==> src/rtl/imem_loader.sv <==
// Serial instruction-memory loader: takes a framed byte stream (16-bit word count,
// little-endian payload words, XOR checksum) and writes words into the core's IMEM.
module imem_loader #(
    parameter logic [9:0] BASE_ADDRESS = 10'd0
) (
    input  logic        CLK,
    input  logic        RST_N,
    input  logic        START,
    input  logic [7:0]  RX_DATA,
    input  logic        RX_VALID,
    output logic        RX_READY,
    output logic [9:0]  MEM_ADDRESS,
    output logic [31:0] MEM_DATA,
    output logic        MEM_WE,
    output logic        CPU_HOLD,
    output logic        DONE,
    output logic        ERROR,
    output logic [10:0] WORDS_WRITTEN
);

    typedef enum logic [2:0] {
        ST_IDLE    = 3'd0,
        ST_HDR_LO  = 3'd1,
        ST_HDR_HI  = 3'd2,
        ST_PAYLOAD = 3'd3,
        ST_CHECK   = 3'd4,
        ST_DONE    = 3'd5,
        ST_ERROR   = 3'd6
    } state_t;

    state_t      state_q, state_d;
    logic [7:0]  count_lo_q, count_lo_d;
    logic [10:0] count_q, count_d;
    logic [9:0]  addr_q, addr_d;
    logic [23:0] buf_q, buf_d;
    logic [1:0]  idx_q, idx_d;
    logic [7:0]  csum_q, csum_d;
    logic [10:0] words_q, words_d;
    logic [9:0]  mem_addr_q, mem_addr_d;
    logic [31:0] mem_data_q, mem_data_d;
    logic        mem_we_q, mem_we_d;
    logic        hold_q, hold_d;
    logic        done_q, done_d;
    logic        error_q, error_d;
    logic        ready_q, ready_d;
    logic        accept_s;
    logic [15:0] hdr_s;

    assign accept_s = RX_VALID & ready_q;
    assign hdr_s    = {RX_DATA, count_lo_q};

    // Next-state, datapath and status decode for the load session.
    always_comb begin
        state_d    = state_q;
        count_lo_d = count_lo_q;
        count_d    = count_q;
        addr_d     = addr_q;
        buf_d      = buf_q;
        idx_d      = idx_q;
        csum_d     = csum_q;
        words_d    = words_q;
        mem_addr_d = mem_addr_q;
        mem_data_d = mem_data_q;
        mem_we_d   = 1'b0;
        hold_d     = hold_q;
        done_d     = done_q;
        error_d    = error_q;
        case (state_q)
            ST_IDLE, ST_DONE, ST_ERROR: begin
                if (START) begin
                    state_d = ST_HDR_LO;
                    done_d  = 1'b0;
                    error_d = 1'b0;
                    words_d = 11'd0;
                    hold_d  = 1'b1;
                    addr_d  = BASE_ADDRESS;
                    csum_d  = 8'd0;
                    idx_d   = 2'd0;
                end else begin
                    state_d = state_q;
                end
            end
            ST_HDR_LO: begin
                if (accept_s) begin
                    count_lo_d = RX_DATA;
                    state_d    = ST_HDR_HI;
                end else begin
                    state_d = ST_HDR_LO;
                end
            end
            ST_HDR_HI: begin
                if (accept_s) begin
                    if ((hdr_s == 16'd0) || (hdr_s > 16'd1024)) begin
                        state_d = ST_ERROR;
                        error_d = 1'b1;
                    end else begin
                        state_d = ST_PAYLOAD;
                        count_d = hdr_s[10:0];
                    end
                end else begin
                    state_d = ST_HDR_HI;
                end
            end
            ST_PAYLOAD: begin
                if (accept_s) begin
                    csum_d = csum_q ^ RX_DATA;
                    case (idx_q)
                        2'd0:    buf_d[7:0]   = RX_DATA;
                        2'd1:    buf_d[15:8]  = RX_DATA;
                        2'd2:    buf_d[23:16] = RX_DATA;
                        default: buf_d        = buf_q;
                    endcase
                    if (idx_q == 2'd3) begin
                        // Fourth byte completes the word: write it and advance (address wraps at 1024).
                        mem_we_d   = 1'b1;
                        mem_data_d = {RX_DATA, buf_q};
                        mem_addr_d = addr_q;
                        addr_d     = addr_q + 10'd1;
                        words_d    = words_q + 11'd1;
                        idx_d      = 2'd0;
                        if ((words_q + 11'd1) == count_q) begin
                            state_d = ST_CHECK;
                        end else begin
                            state_d = ST_PAYLOAD;
                        end
                    end else begin
                        idx_d = idx_q + 2'd1;
                    end
                end else begin
                    state_d = ST_PAYLOAD;
                end
            end
            ST_CHECK: begin
                if (accept_s) begin
                    if (RX_DATA == csum_q) begin
                        state_d = ST_DONE;
                        done_d  = 1'b1;
                        hold_d  = 1'b0;
                    end else begin
                        state_d = ST_ERROR;
                        error_d = 1'b1;
                    end
                end else begin
                    state_d = ST_CHECK;
                end
            end
            default: begin
                state_d = ST_IDLE;
            end
        endcase
        ready_d = (state_d == ST_HDR_LO) || (state_d == ST_HDR_HI) ||
                  (state_d == ST_PAYLOAD) || (state_d == ST_CHECK);
    end

    // State and output registers with asynchronous reset.
    always_ff @(posedge CLK or negedge RST_N) begin
        if (!RST_N) begin
            state_q    <= ST_IDLE;
            count_lo_q <= 8'd0;
            count_q    <= 11'd0;
            addr_q     <= 10'd0;
            buf_q      <= 24'd0;
            idx_q      <= 2'd0;
            csum_q     <= 8'd0;
            words_q    <= 11'd0;
            mem_addr_q <= 10'd0;
            mem_data_q <= 32'd0;
            mem_we_q   <= 1'b0;
            hold_q     <= 1'b0;
            done_q     <= 1'b0;
            error_q    <= 1'b0;
            ready_q    <= 1'b0;
        end else begin
            state_q    <= state_d;
            count_lo_q <= count_lo_d;
            count_q    <= count_d;
            addr_q     <= addr_d;
            buf_q      <= buf_d;
            idx_q      <= idx_d;
            csum_q     <= csum_d;
            words_q    <= words_d;
            mem_addr_q <= mem_addr_d;
            mem_data_q <= mem_data_d;
            mem_we_q   <= mem_we_d;
            hold_q     <= hold_d;
            done_q     <= done_d;
            error_q    <= error_d;
            ready_q    <= ready_d;
        end
    end

    assign RX_READY      = ready_q;
    assign MEM_ADDRESS   = mem_addr_q;
    assign MEM_DATA      = mem_data_q;
    assign MEM_WE        = mem_we_q;
    assign CPU_HOLD      = hold_q;
    assign DONE          = done_q;
    assign ERROR         = error_q;
    assign WORDS_WRITTEN = words_q;

endmodule

==> config.mk <==
export PLATFORM = sky130hd
export DESIGN_NAME = imem_loader
export DESIGN_NICKNAME = d
export VERILOG_FILES = /design/src/rtl/imem_loader.sv
export SDC_FILE = /design/constraint.sdc
export NUM_CORES = 1
export LEC_CHECK = 0
export CORE_UTILIZATION = 40
export DETAILED_ROUTE_END_ITERATION = 10
export GPL_ROUTABILITY_DRIVEN = 0
export HOLD_SLACK_MARGIN = 0.05
export SLEW_MARGIN = 20
export SYNTH_ARGS = -nofsm -noshare
export SYNTH_HDL_FRONTEND = slang
export SYNTH_SLANG_ARGS = --single-unit
==> constraint.sdc <==
create_clock -name CLK -period 6.3 [get_ports CLK]
set_clock_uncertainty 0.2 [all_clocks]
set_input_delay 0.63 -clock CLK [delete_from_list [all_inputs] [get_ports CLK]]
set_output_delay 0.63 -clock CLK [all_outputs]
set_load 0.05 [all_outputs]
==> results.cfg <==
[power_and_ir_drop]
power_density_nw_per_um2 = 357
pwr-share-seq_pct = 42.2
leakagePower_nw = 3.30
internal_power_mw = 1.79
comb_power_share_pct = 19.0
p_clk_share_pct = 38.8
finalPower_mw = 2.53
peakVddDrop_mv = 0.189
switching_share_pct = 29.1
p_sw_mw = 0.736

[global_routing]
grt_pass1_vias = 4400
track_usage_pct = 19.9
grt_max_degree = 75
antenna_found_initial = 0
grt_overflow_total = 0
grt_pass1_wl_microns = 22300

[die]
initial_utilization_pct = 41.1
core_sq_um = 13900
die-area_sq_um = 14700
die_y_microns = 121
io_pins = 70
die_w_microns = 121
fp-row-count = 43

[cells_and_area]
area_growth_pct = 24.1
regArea_sq_um = 3100
n_antenna_cell = 0
utilization_pct = 51.0
fillCellCount = 1307
drive_gt1_share_pct = 12.0
design_area_sq_um = 7080
layout.cells.non_filler = 828
nets = 653
multi_input_area_sq_um = 2400

[cts]
clk_latency_ns = 0.42
cts-htree-levels = 4
clockBufferDepth = 2
ctsResizeCount = 0
numCtsBuffers = 17
cts.sinks = 124
clk_pin_slew_ns = 0.06
cts_tree = done
postCtsSetupBuffers = 0
hold_buffers = 0
root_buffer = clkbuf_16

[detailed_routing]
post-route-drc-count = 0
postRouteAntennaNets = 0
vias = 4347
dr.pass1.iters = 4
drt_iter0_drc = 267
avgRoutedWirePerCell_microns = 16.0
drt_wl_total_microns = 13200
vias_per_cell = 5.25

[synthesis]
synth_area_leader_cell = dfrtp_1
synth_area_leaders = dfrtp_1 54%, nand2_1 11%, mux2_2 7.7%, o21ai_0 3.9%, xnor2_1 2.3%
synthSimpleGateAreaFrac_pct = 19.3
yosys.area.top_type_share_pct = 54.4
synth_compound_area_share_pct = 9.93
syn_inst = 578
synth_fa_ha_area_share_pct = 1.49
ys_ff_latch = 124
avgSynthCellArea_sq_um = 9.87
async_flop_share_pct = 100
yosys_warnings = 0
synth_nets = 596
synth_seq_area_share_pct = 54.4
synth_flop_cell = dfrtp_1
syn_area_sq_um = 5710
synth_top_family_by_area = simple AND/OR/NAND/NOR gates
yosysUniqueCellTypes = 53
synthMuxAreaShare_pct = 7.87
synth_xor_area_share_pct = 3.53
synth_edf_count = 0

[placement]
place_area_sq_um = 6490
dp_hpwl_microns = 8450
pre_cts_ws_ns = 2.79
dp.cells = 796
io_buffers = 69

[setup_path]
crit_fanout = 55
cpPeakStageDelay_ns = 0.60
crit_type = reg -> reg
cp_cell_sequence = nand3_1 -> or2_2 -> clkinv_1 -> buf_4 -> o2111ai_1 -> or3_1 -> a21oi_1
worst_ep_required_time_ns = 6.44
critical_path.startpoint_type = register
worst_path_max_delay_cell = dfrtp_1
critical_path.top_delay_family = simple AND/OR/NAND/NOR gates
cp.arrival_ns = 3.49
cp.buffers_inverters = 2
cp-end-kind = register

[timing]
final.setup.tns_ns = 0
timing.final.crit_share_pct = 53.2
hold_viol = 0
maxSlewViolCount = 0
relSlewSlack_pct = 37.1
rsz0062_at_grt = no
max_freq_mhz = 299
tightest_slew_ns = 0.944
holdWs_ns = 0.0302
min_period_ns = 3.35
fin_ws_ns = 2.95
setup_viol = 0

[run]
maxCapViolCount = 0

[status]
status = finished clean

[hold_path]
hold_class = in -> async
-- synthesized netlist by cell type, types with 5 or more instances --
master and count:
mux2_2 39, nand2_1 160, or3_1 5, xnor2_1 15, and2_1 6, nand2b_1 7, ha_1 6, nand4_1 11
o21ai_0 45, a21oi_1 12, xor2_1 8, nor2_1 28, buf_2 6, dfrtp_1 124, inv_1 10, clkbuf_1 26
nand3_1 9
-- cell families after synthesis --
family | count (synthesis)
AND/OR/NAND/NOR | 248
flip-flops | 124
AO/OA/AOI/OAI | 90
buffers and inverters | 46
multiplexers | 40
XOR/XNOR | 23
adder cells (fa/ha/maj) | 7
-- area by class of cell --
cell class	instances	area share (%)
well taps	180	3.18
clock inverters	7	1.59
clock buffers	25	6.71
multi-input cells	408	33.9
flip-flops and latches	124	43.8
inverters	10	0.530
repair buffers	74	10.2
-- cell usage in the layout (no fill, tap or decap), drive strengths merged, types with 2 or more instances in the layout --
cell type      Yosys  layout
nand2            160     160
dfrtp            124     124
clkdlybuf4s50      0      68
o21ai             45      45
mux2              39      39
nor2              28      28
clkbuf            27      25
xnor2             15      15
a21oi             12      12
nand4             11      11
inv               10       9
nand3              9       9
xor2               8       8
nand2b             7       7
and2               6       6
ha                 6       6
buf                9       6
or3                5       5
nor3               5       5
a31oi              4       4
o31ai              4       4
clkinv             0       4
and4               3       3
nor4               3       3
and3               3       3
o211a              3       3
bufinv             0       3
nor4b              3       3
o211ai             2       2
o32ai              2       2
o2111ai            2       2
a31o               2       2
o21a               2       2
o41ai              2       2
a21boi             2       2
-- layer usage --
metal / GRT usage [%] / vias to the layer above / routed length [microns]
li1: - / 2083 / -
met1: 26.2 / 2142 / 6290
met2: 31.3 / 106 / 6100
met3: 6.48 / 16 / 682
met4: 5.56 / 0 / 153
met5: 0 / - / 0
-- power groups by stage --
stage	combinational, mW	sequential (mW)	clock [mW]
final	0.480	1.07	0.980
after global routing	0.528	1.09	1.03
after CTS	0.484	1.06	0.998
after detailed placement	0.481	1.08	0
after global placement	0.470	1.07	0
after floorplan	0.328	1.07	0
-- final timing paths --
kind / from / end / slack, ns / depth (start not counted)
max reg2reg: state_q[1] / addr_q[7] / 2.95 / 7
min: RST_N / WORDS_WRITTEN[6] / 0.03 / 1
max in group asynchronous: RST_N / MEM_DATA[21] / 4.47 / 2
min reg2reg: buf_q[0] / MEM_DATA[0] / 0.26 / 2
max: state_q[1] / addr_q[7] / 2.95 / 7
min in group CLK: buf_q[0] / MEM_DATA[0] / 0.26 / 2
-- sequential cells by signal (all words and copies together) (netlist names) --
signal and flops:
MEM_ADDRESS 10, DONE 1, state_q 3, WORDS_WRITTEN 11
MEM_WE 1, count_q 11, count_lo_q 8, ERROR 1
csum_q 8, CPU_HOLD 1, buf_q 24, MEM_DATA 32
idx_q 2, addr_q 10, RX_READY 1
-- worst reg2reg max path, stage by stage (launching register included) --
cell       delay (ns)
dfrtp_1          0.60
nand3_1          0.46
or2_2            0.45
clkinv_1         0.06
buf_4            0.52
o2111ai_1        0.40
or3_1            0.43
a21oi_1          0.17
Note: power is estimated with default switching activity, not from simulation.
